===== src/rtl/sub_seq_ctrl.sv =====
// Sequential multi-byte subtractor: one 8-bit ripple-borrow slice per cycle, LSB first.
// Define SUB_SEQ_SAT_EN to make the result saturate at zero on underflow.
module sub_seq_ctrl #(
    parameter int BYTES = 4
) (
    input  logic               clk,
    input  logic               rst,
    input  logic               start,
    input  logic [8*BYTES-1:0] a,
    input  logic [8*BYTES-1:0] b,
    input  logic               b_in,
    output logic               busy,
    output logic               done,
    output logic [8*BYTES-1:0] difference,
    output logic               borrow
);

    localparam int W  = 8 * BYTES;
    localparam int IW = $clog2(BYTES);

    typedef enum logic [1:0] {
        IDLE,
        RUN,
        DONE
    } state_t;

    state_t        state_q, state_d;
    logic [IW-1:0] idx_q, idx_d;
    logic [W-1:0]  a_q, a_d;
    logic [W-1:0]  b_q, b_d;
    logic [W-1:0]  acc_q, acc_d;
    logic [W-1:0]  diff_q, diff_d;
    logic          bin_q, bin_d;
    logic          bor_q, bor_d;
    logic          borrow_q, borrow_d;

    logic          sl_bin;
    logic [8:0]    sl_res;
    logic          last_slice;

    // Latched operands shift right each RUN cycle, so the active slice is always bits [7:0].
    assign sl_bin     = (idx_q == '0) ? bin_q : bor_q;
    assign sl_res     = {1'b0, a_q[7:0]} - {1'b0, b_q[7:0]} - {8'b0, sl_bin};
    assign last_slice = (idx_q == IW'(BYTES - 1));

    // NOTE: every variable gets its hold value first so no path leaves it unassigned (no latches).
    always_comb begin
        state_d  = state_q;
        idx_d    = idx_q;
        a_d      = a_q;
        b_d      = b_q;
        acc_d    = acc_q;
        diff_d   = diff_q;
        bin_d    = bin_q;
        bor_d    = bor_q;
        borrow_d = borrow_q;

        case (state_q)
            IDLE, DONE: begin
                state_d = IDLE;
                if (start) begin
                    a_d     = a;
                    b_d     = b;
                    bin_d   = b_in;
                    idx_d   = '0;
                    state_d = RUN;
                end
            end
            RUN: begin
                a_d   = a_q >> 8;
                b_d   = b_q >> 8;
                acc_d = {sl_res[7:0], acc_q[W-1:8]};
                bor_d = sl_res[8];
                idx_d = idx_q + 1'b1;
                if (last_slice) begin
                    idx_d    = '0;
                    state_d  = DONE;
                    borrow_d = sl_res[8];
`ifdef SUB_SEQ_SAT_EN
                    diff_d   = sl_res[8] ? '0 : acc_d;
`else
                    diff_d   = acc_d;
`endif
                end
            end
            default: state_d = IDLE;
        endcase
    end

    // NOTE: sequential state uses non-blocking assignments only; all of it, datapath included,
    // is cleared by reset so an aborted operation leaves nothing behind.
    always_ff @(posedge clk or posedge rst) begin
        if (rst) begin
            state_q  <= IDLE;
            idx_q    <= '0;
            a_q      <= '0;
            b_q      <= '0;
            acc_q    <= '0;
            diff_q   <= '0;
            bin_q    <= 1'b0;
            bor_q    <= 1'b0;
            borrow_q <= 1'b0;
        end else begin
            state_q  <= state_d;
            idx_q    <= idx_d;
            a_q      <= a_d;
            b_q      <= b_d;
            acc_q    <= acc_d;
            diff_q   <= diff_d;
            bin_q    <= bin_d;
            bor_q    <= bor_d;
            borrow_q <= borrow_d;
        end
    end

    assign busy       = (state_q == RUN);
    assign done       = (state_q == DONE);
    assign difference = diff_q;
    assign borrow     = borrow_q;

endmodule


===== config.mk =====
export PLATFORM = sky130hd
export DESIGN_NAME = sub_seq_ctrl
export DESIGN_NICKNAME = d
export VERILOG_FILES = /design/src/rtl/sub_seq_ctrl.sv
export SDC_FILE = /design/constraint.sdc
export NUM_CORES = 1
export LEC_CHECK = 0
export CELL_PAD_IN_SITES_DETAIL_PLACEMENT = 0
export CELL_PAD_IN_SITES_GLOBAL_PLACEMENT = 1
export CORE_ASPECT_RATIO = 1.1
export CORE_MARGIN = 3
export CORE_UTILIZATION = 46
export CTS_BUF_LIST = sky130_fd_sc_hd__clkbuf_4 sky130_fd_sc_hd__clkbuf_8
export DETAILED_ROUTE_END_ITERATION = 10
export GPL_ROUTABILITY_DRIVEN = 0
export PLACE_DENSITY_LB_ADDON = 0.15
export SYNTH_ARGS = -nofsm -noshare
export SYNTH_HDL_FRONTEND = slang
export SYNTH_SLANG_ARGS = --single-unit

===== constraint.sdc =====
create_clock -name clk -period 9.8 [get_ports clk]
set_input_delay 1.96 -clock clk [delete_from_list [all_inputs] [get_ports clk]]
set_output_delay 1.96 -clock clk [all_outputs]
set_load 0.05 [all_outputs]

==> run metrics, run 1 <==
setup violators final=0; Worst EP arrival=a little under 2 ns; Hold-fix buffers, CTS=0; Critical Path End Type=primary output; Fin Clk Skew=0.008851 ns; postcts setup bufs=0; Diodes inserted=0; post-route ant nets=0; register bit total from synthesis=127; Initial Util=0.4713; fin util=0.5935; Ports=103; Leak=between 0.003 and 0.004 uW; Critical Path Fanout Max=3; P&R area growth vs syn=25.92%; TritonCTS clock tree=built; Post-synth ARST share=1.000; core area=12090 um^2; status=complete, no violations; final hold violations=0; Post-Route WL=between 10000 and 15000 um; Die ar.=13760 um^2; Die H=122.7 um; via-per-instance ratio=4.983; Slew Limit Fails=0; number of synthesized flops with an enable pin=0; Worst-Margin Slew=approximately 1.1 ns; Nets=699; Max rail drop VDD=around 0.17 mV; layout cells sized above 1=0.1099; CP Launch Type=register; antenna violations before repair=0; part of the Yosys area used for sequential elements=0.5579; Root Driver=clkbuf_8; commonest non-fill, non-tap cell in the layout=dfrtp_1; post-synth top area cell=dfrtp_1; I/O Buffers=around 100; placed cell count=750; Syn. warnings=0; Fill cells=1059; DRC viols=0; Top FF cell, synth=dfrtp_1; Post-Synthesis Cells=520; syn_nets=between 600 and 700; maximum achievable frequency=approximately 260 MHz; slew margin rel.=0.2739; DRT iter0 DRCs=198; die width=112.1 um; reg-to-reg slack, setup=roughly 7 ns; row count=42; largest net degree at the start of global routing=116; cells resized by post-CTS repair=0; vias in the first global route=3792; HP Class=reg -> reg; top cells by area, synth=dfrtp_1 (56%), nand2_1 (8.0%), mux2i_1 (6.9%); Tot GR Track Use=0.1789; pwr/cell area=approximately 360 nW/um^2; RSZ-0062 raised after global routing=no; Synth cell types=37; Crit Path Category=reg -> out; Inserted Clock Buffers=17; routed wire length per instance=roughly 15 um; slowest stage cell, crit path=clkdlybuf4s50_1; GRT overflow=0; Yosys top cell area share=0.5579; CP max stage delay=approximately 0.8 ns; max cap viols=0; drt pass-1 iters=4; commonest cells after routing, fill and taps aside=dfrtp_1 (127), nand2_1 (121), clkdlybuf4s50_1 (102), mux2i_1 (39); post-synth design cell area=between 5000 and 6000 um^2; Clock Path Buffers=2; CP cell instances=nand2b_1 -> inv_4 -> clkdlybuf4s50_1; crit path time final=3.904 ns; final worst path period share=0.3984; setup tns final=0 ns; total number of vias=3897; critical path required time=7.84 ns; mean cell area of the mapped netlist=10.96 um^2; fin cells=782; clk_lat worst skew=0.45 ns; DP HPWL=7898 um; first-pass GRT wire length=19060 um; Reg clk slew, reported paths=0.07 ns; H-tree lvl count=4; # clock sinks=127
critical path, delay by kind of cell (launching register included):
kind	cells	cell delay, ns
AND/OR/NAND/NOR	1	0.14
flip-flops	1	0.44
buffers and inverters	2	0.92
final cells by class:
type                            instances  area, um^2  area share
Inverter                               26       105.1     0.01465
Clock inverter                         13       170.2     0.02372
Tap cell                              154       192.7     0.02686
Multi-Input combinational cell        337        2227      0.3105
Sequential cell                       127        3178      0.4430
Timing Repair Buffer                  106        1051      0.1465
Clock buffer                           19       249.0     0.03471
cell usage after synthesis, types with 2 or more instances:
library cell  count
a22o_1           17
mux2_2            6
buf_8             2
o21ai_1          33
mux2_4           20
mux2i_1          39
a21oi_1          14
buf_4             2
nor2b_1           2
buf_2            15
o31ai_1           2
nand2_1         121
clkbuf_1          5
fa_1              2
ha_1             14
dfrtp_1         127
o21ai_0          33
nor2_1           13
xnor2_1           3
inv_1            25
buf_6             5
xor2_1            3
nand3_1           3
final timing paths:
| kind | start | end | depth (start not counted) |
|---|---|---|---|
| worst max register to register | idx_q[0]$_DFFE_PP0P_ | borrow$_DFFE_PP0P_ | 10 |
| worst min register to register | acc_q[10]$_DFFE_PP0P_ | acc_q[10]$_DFFE_PP0P_ | 2 |
| worst max-delay path | state_q[0]$_DFFE_PP0P_ | busy | 3 |
| worst min-delay path | acc_q[10]$_DFFE_PP0P_ | acc_q[10]$_DFFE_PP0P_ | 2 |
| max in group asynchronous | rst | b_q[28]$_DFFE_PP0P_ | 3 |
| min in group asynchronous | rst | difference[1]$_DFFE_PP0P_ | 2 |
through the flow:
| stage | area, um^2 | power, uW | setup slack [ns] | hold slack, ns |
|---|---|---|---|---|
| global placement | 6754 | 2114 | 5.838 | 0.4628 |
| floorplan | 5697 | 1818 | 4.456 | 0.4459 |
| global route | 7173 | 2798 | 5.832 | 0.5001 |
| CTS | 7173 | 2631 | 5.868 | 0.4802 |
| finish | 7173 | 2596 | 5.896 | 0.4744 |
| detailed placement | 6754 | 2145 | 5.786 | 0.4632 |
logic make-up after synthesis:
| kind of cell | share of synthesized area |
|---|---|
| AND/OR/NAND/NOR | 0.1017 |
| flip-flops | 0.5579 |
| AO/OA/AOI/OAI | 0.1078 |
| multiplexers | 0.1331 |
| buffers and inverters | 0.05249 |
| adder cells (fa/ha/maj) | 0.03778 |
| XOR/XNOR | 0.009226 |
sequential cells by signal, summed over array words and instances (netlist names):
signal / flops
difference: 32
bin_q: 1
bor_q: 1
acc_q: 24
state_q: 2
borrow: 1
b_q: 32
idx_q: 2
a_q: 32
where the power goes:
group	leakage (uW)	switching (uW)	internal (uW)
Clock	0.000216	201	279
Sequential	0.00163	127	745
Combinational	0.00150	754	490
Total	0.00334	1080	1510
metal layers:
metal  track usage  wire [um]
met5             0          0
met4       0.07438        199
met3       0.05227        560
met2        0.2843       5744
met1        0.2309       5228
No activity file was read; power rests on OpenSTA's default activity.
==> inputs of run 2 (changes only) <==
Settings changed: CORE_UTILIZATION 46 to 43.
Clock period 9.8 ns to 3.8 ns, I/O delays scaled along.
==> run 2 against run 1 <==
  * Via count is 0.21% higher
  * Utilization decreased by 3.3 points
  * Global-route usage decreased by 0.74 points
  * Power increased to 2.5 times the previous value
  * Final area is essentially flat
  * Count of clock-buffer cells in the layout grew 8
  * Non-clock buffer count increased by 3
  * Sequential power increased to 2.6 times the previous value
  * Sequential share of layout area about the same
  * Setup slack worse by 4.7 ns
  * Die area is 6.6% higher
  * Critical endpoint is now done
==> run metrics, run 2 (same netlist as run 1, synthesis figures left out) <==
status=complete, no violations; Max rail drop VDD=0.3666 mV (+110%); Worst EP arrival=1.87 ns (-0.07 ns); Ports=103 (unchanged); GRT overflow=0 (unchanged); Leak=0.003345 uW (+0.11%); Hold-fix buffers, CTS=0 (unchanged); CP startpoint=state_q[0]$_DFFE_PP0P_; cells resized by post-CTS repair=0 (unchanged); top routing layer used=met4; Critical Path Fanout Max=3 (unchanged); # clock sinks=127 (unchanged); H-tree lvl count=4 (unchanged); Inserted Clock Buffers=17 (unchanged); Buf+Inv Stages, Crit Path=1 (-1); largest net degree at the start of global routing=66 (-43%); vias in the first global route=3970 (+4.7%); post-route ant nets=0 (unchanged); total number of vias=3905 (+0.21%); Fin Clk Skew=0.01110 ns (+0.002247 ns); DRC viols=0 (unchanged); DRT iter0 DRCs=204 (+3.0%); drt pass-1 iters=4 (unchanged); Reg clk slew, reported paths=0.07 ns (about the same); Nets=702 (+0.43%); core area=12800 um^2 (+5.9%); final total power=6543 uW (+150%); first-pass GRT wire length=19690 um (+3.3%); pwr/cell area=911.8 nW/um^2 (+150%); routed wire length per instance=14.88 um (-0.80%); postcts setup bufs=0 (unchanged); Initial Util=0.4449 (-0.02644); Clock Path Buffers=2 (unchanged); layout cells sized above 1=0.1157 (+0.005817); setup violators final=0 (unchanged); CP delay by family, top=buffers and inverters; WL met3=631 um (+13%); length of routed met2 wiring=5722 um (-0.38%); crit path time final=2.629 ns; Diodes inserted=0 (unchanged); Tot GR Track Use=0.1714 (-0.007404); DP HPWL=8124 um (+2.9%); slew margin rel.=0.4479 (+0.1740); pre-CTS WS=1.199 ns (-4.587 ns); clk_lat worst skew=0.43 ns (-0.02 ns); Root Driver=clkbuf_8; slowest stage cell, crit path=clkdlybuf4s50_1; antenna violations before repair=0 (unchanged); P&R area growth vs syn=25.96% (about the same); setup tns final=0 ns (unchanged); Critical Path End Type=primary output; RSZ-0062 raised after global routing=no; final worst path period share=0.6918; RR Startpoint=idx_q[0]$_DFFE_PP0P_; HP Class=reg -> reg; max cap viols=0 (unchanged); via-per-instance ratio=4.956 (-0.56%); CP Launch Type=register; Worst-Margin Slew=0.8282 ns (-0.2610 ns); final hold violations=0 (unchanged); row count=43 (+2.4%); hold_sp=acc_q[10]$_DFFE_PP0P_; die width=115.7 um (+3.2%); Die H=126.7 um (+3.3%); Metal-1 WL=5232 um (about the same); commonest cells after routing, fill and taps aside=dfrtp_1 (127), nand2_1 (121), clkdlybuf4s50_1 (101), mux2i_1 (39); CP max stage delay=0.83 ns (+0.02 ns); critical path required time=3.04 ns (-4.80 ns); maximum achievable frequency=roughly 380 MHz; Die ar.=14670 um^2 (+6.6%); commonest non-fill, non-tap cell in the layout=dfrtp_1; CP cell instances=nor2b_1 -> clkdlybuf4s50_1; TritonCTS clock tree=built; I/O Buffers=102 (unchanged); Crit Path Category=reg -> out; Slew Limit Fails=0 (unchanged); Post-Route WL=11730 um (about the same); final worst setup slack=1.171 ns (-4.724 ns)
==> run 2: cell count changes in the layout (fill, tap and decap cells not counted), sizes merged <==
cell | previous run | this run
bufinv | 4 | 0
clkinv | 7 | 4
buf | 4 | 8
clkdlybuf4s50 | 102 | 101
inv | 26 | 25
clkbuf | 19 | 27
==> run 2: worst paths after layout <==
check                                             end  cells past startpoint  slack (ns)
max                                              done                      2        1.17
min reg2reg                     acc_q[10]$_DFFE_PP0P_                      2        0.48
min in group asynchronous         a_q[17]$_DFFE_PP0P_                      3        0.94
min                             acc_q[10]$_DFFE_PP0P_                      2        0.48
max reg2reg                        borrow$_DFFE_PP0P_                     10        1.18
max in group asynchronous  difference[21]$_DFFE_PP0P_                      3        2.29
==> run 2: where the power goes <==
group	internal, uW	switching [uW]	total [uW]
registers	1920	329	2250
logic	1290	1930	3220
clock network	581	495	1080
total	3790	2750	6540
==> run 2: final cells by class <==
cell class | count | area, um^2
fill | 1155 | 5629
sequential | 127 | 3178
multi-input combinational | 337 | 2227
timing repair buffer | 109 | 1096
clock buffer | 27 | 346.6
tap | 157 | 196.4
inverter | 26 | 103.9
clock inverter | 5 | 27.53
==> run 2: tightest hold or removal path: stages, from the launching register on <==
cell     delay [ns]
dfrtp_1        0.34
nand2_1        0.05
nand2_1        0.05
==> run 2: routing by layer <==
layer  global-route usage  vias to the layer above
li1                     -                     1952
met5                    0                        -
met1               0.2210                     1859
met4              0.04505                        0
met3              0.05916                       14
met2               0.2769                       80
==> run 2: per-stage QoR <==
step / std cells / utilization / cell area (um^2) / hold slack [ns]
final: 788 / 0.5604 / 7176 / 0.4762
after global routing: 788 / 0.5604 / 7176 / 0.5069
after CTS: 788 / 0.5604 / 7176 / 0.4846
after detailed placement: 756 / 0.5312 / 6802 / 0.4695
after global placement: 756 / 0.5312 / 6802 / 0.4609
after floorplan: 520 / - / 5700 / 0.4459
==> inputs of run 3 (changes only) <==
Clock period 3.8 ns to 2.5 ns, I/O delays scaled along.
==> run 3 against run 2 <==
  * Critical endpoint is now borrow$_DFFE_PP0P_
  * Hold slack improved by 0.0029 ns
  * Die area unchanged
  * Setup slack worse by 1.1 ns
  * Power increased by 58%
  * Sequential power is 52% higher
==> run metrics, run 3 (same netlist as run 1, synthesis figures left out) <==
Die H=126.7 um (unchanged); Initial Util=0.4449 (unchanged); commonest cells after routing, fill and taps aside=dfrtp_1 (127), nand2_1 (119), clkdlybuf4s50_1 (101), mux2i_1 (39), o21ai_1 (36); I/O Buffers=102 (unchanged); critical path required time=2.79 ns (-0.25 ns); total number of vias=3993 (+2.3%); Fill cells=1169 (+1.2%); Post-Route Hold Slack=0.4791 ns (+0.002918 ns); Worst R2R End=borrow$_DFFE_PP0P_; Sequential Area=3178 um^2 (unchanged); DP HPWL=8209 um (+1.0%); Ports=103 (unchanged); area occupied by multi-input gates=2276 um^2 (+2.2%); fin util=0.5689 (+0.008501); commonest non-fill, non-tap cell in the layout=dfrtp_1; Reg2Reg Depth=10 (unchanged); final worst path period share=0.9760; Critical Path Most Common Cell=fa_2; final hold violations=0 (unchanged); Critical Path Fanout Max=2 (-1); max cap viols=0 (unchanged); vias in the first global route=4015 (+1.1%); CP Launch Type=register; slowest stage cell, crit path=fa_2; top routing layer used=met4; Nets=707 (+0.71%); Worst EP arrival=2.73 ns (+0.86 ns); largest net degree at the start of global routing=128 (+94%); pwr/cell area=1421 nW/um^2 (+56%); maximum achievable frequency=a little over 400 MHz; WL met3=629 um (-0.32%); length of routed met2 wiring=5992 um (+4.7%); slew margin rel.=0.5621 (+0.1142); antenna violations before repair=0 (unchanged); post-route ant nets=0 (unchanged); Post-Route WL=12170 um (+3.8%); row count=43 (unchanged); setup tns final=0 ns (unchanged); Root Driver=clkbuf_8; Metal-1 WL=5361 um (+2.5%); RR Startpoint=idx_q[1]$_DFFE_PP0P_; Leak=0.003395 uW (+1.5%); Crit Path Category=reg -> reg; DRC viols=0 (unchanged); final total power=10350 uW (+58%); hold_sp=acc_q[9]$_DFFE_PP0P_; P&R area growth vs syn=27.87%; GRT overflow=0 (unchanged); clk_lat worst skew=0.43 ns (about the same); Hold Crit Depth=2 (unchanged); Tot GR Track Use=0.1755 (+0.004081); Design Area, Final=7284 um^2 (+1.5%); DRT iter0 DRCs=235 (+15%); Critical Path End Type=register; Max rail drop VDD=0.5590 mV (+52%); Clock Path Buffers=2 (unchanged); Worst-Margin Slew=0.6568 ns (-0.1713 ns); setup violators final=0 (unchanged); Slew Limit Fails=0 (unchanged); CP cell instances=inv_1 -> ha_2 -> mux2_4 -> fa_2 -> fa_2 -> nand2_2 -> o21ai_2 -> a31oi_2 -> xor2_1 -> o21ai_1; Reg clk slew, reported paths=0.07 ns (about the same); via-per-instance ratio=5.042 (+1.7%); routed wire length per instance=15.36 um (+3.2%); layout cells sized above 1=0.1354 (+0.01974); die width=115.7 um (unchanged); RSZ-0062 raised after global routing=yes; core area=12800 um^2 (unchanged); Fin Clk Skew=0.007711 ns (-0.003387 ns); placed cell areas=6864 um^2 (+0.92%); reg-to-reg slack, setup=0.06 ns (-1.12 ns); status=complete, no violations; first-pass GRT wire length=20010 um (+1.6%); crit path time final=around 2.4 ns; H-tree lvl count=4 (unchanged); HP Class=reg -> reg; drt pass-1 iters=5 (+1); Inserted Clock Buffers=17 (unchanged); Worst Hold End=acc_q[9]$_DFFE_PP0P_; Hold-fix buffers, CTS=0 (unchanged); Diodes inserted=0 (unchanged); TritonCTS clock tree=built; # clock sinks=127 (unchanged); Die ar.=14670 um^2 (unchanged); CP max stage delay=0.38 ns (-0.45 ns)
run 3: stage by stage:
step	worst slack (ns)	cells
after CTS	0.0004636	792
after detailed placement	-0.09480	761
after global placement	-0.02596	761
after floorplan	0.05802	520
final	0.05997	792
after global routing	-0.07124	792
run 3: metal layers:
layer	up-vias	track usage
met5	-	0
met4	0	0.06758
met3	16	0.04962
met2	93	0.2837
met1	1925	0.2235
li1	1959	-
run 3: worst max-delay path: cells and delay by family, from the launching register on:
family	cells	cell delay [ns]
xor+xnor	1	0.19
buf+inv	1	0.07
fa+ha+maj	3	0.94
compound gates	3	0.33
simple gates	1	0.08
mux	1	0.31
flops	1	0.37
run 3: layout make-up:
| type | instances | area share |
|---|---|---|
| clock buffers | 24 | 0.04277 |
| clock inverters | 7 | 0.008245 |
| inverters | 26 | 0.01426 |
| multi-input cells | 337 | 0.3124 |
| flip-flops and latches | 127 | 0.4363 |
| well taps | 157 | 0.02697 |
| repair buffers | 114 | 0.1591 |
run 3: worst max path at each step:
| stage | startpoint | slack [ns] | end |
|---|---|---|---|
| 6_report | idx_q[1]$_DFFE_PP0P_ | 0.06 | borrow$_DFFE_PP0P_ |
| 5_1_grt | idx_q[0]$_DFFE_PP0P_ | -0.07 | bor_q$_DFFE_PP0P_ |
| 4_1_cts | idx_q[0]$_DFFE_PP0P_ | 0.0005 | borrow$_DFFE_PP0P_ |
| 3_5_place_dp | idx_q[1]$_DFFE_PP0P_ | -0.09 | borrow$_DFFE_PP0P_ |
| 3_3_place_gp | idx_q[0]$_DFFE_PP0P_ | -0.03 | borrow$_DFFE_PP0P_ |
| 2_1_floorplan | idx_q[0]$_DFFE_PP0P_ | 0.06 | bor_q$_DFFE_PP0P_ |
run 3: what timing repair did:
item | 4_1_cts | 5_1_grt
setup buffers | 0 | 0
resized for setup | 2 | 13
endpoints found under the setup margin | 5 | 6
pin swaps | 1 | 6
endpoints found under the hold margin | 0 | 0
run 3: where the power goes:
part | internal [uW] | switching [uW] | leakage, uW
combinational | 2180 | 3090 | 0.00156
clock | 909 | 754 | 0.000202
sequential | 2920 | 496 | 0.00163
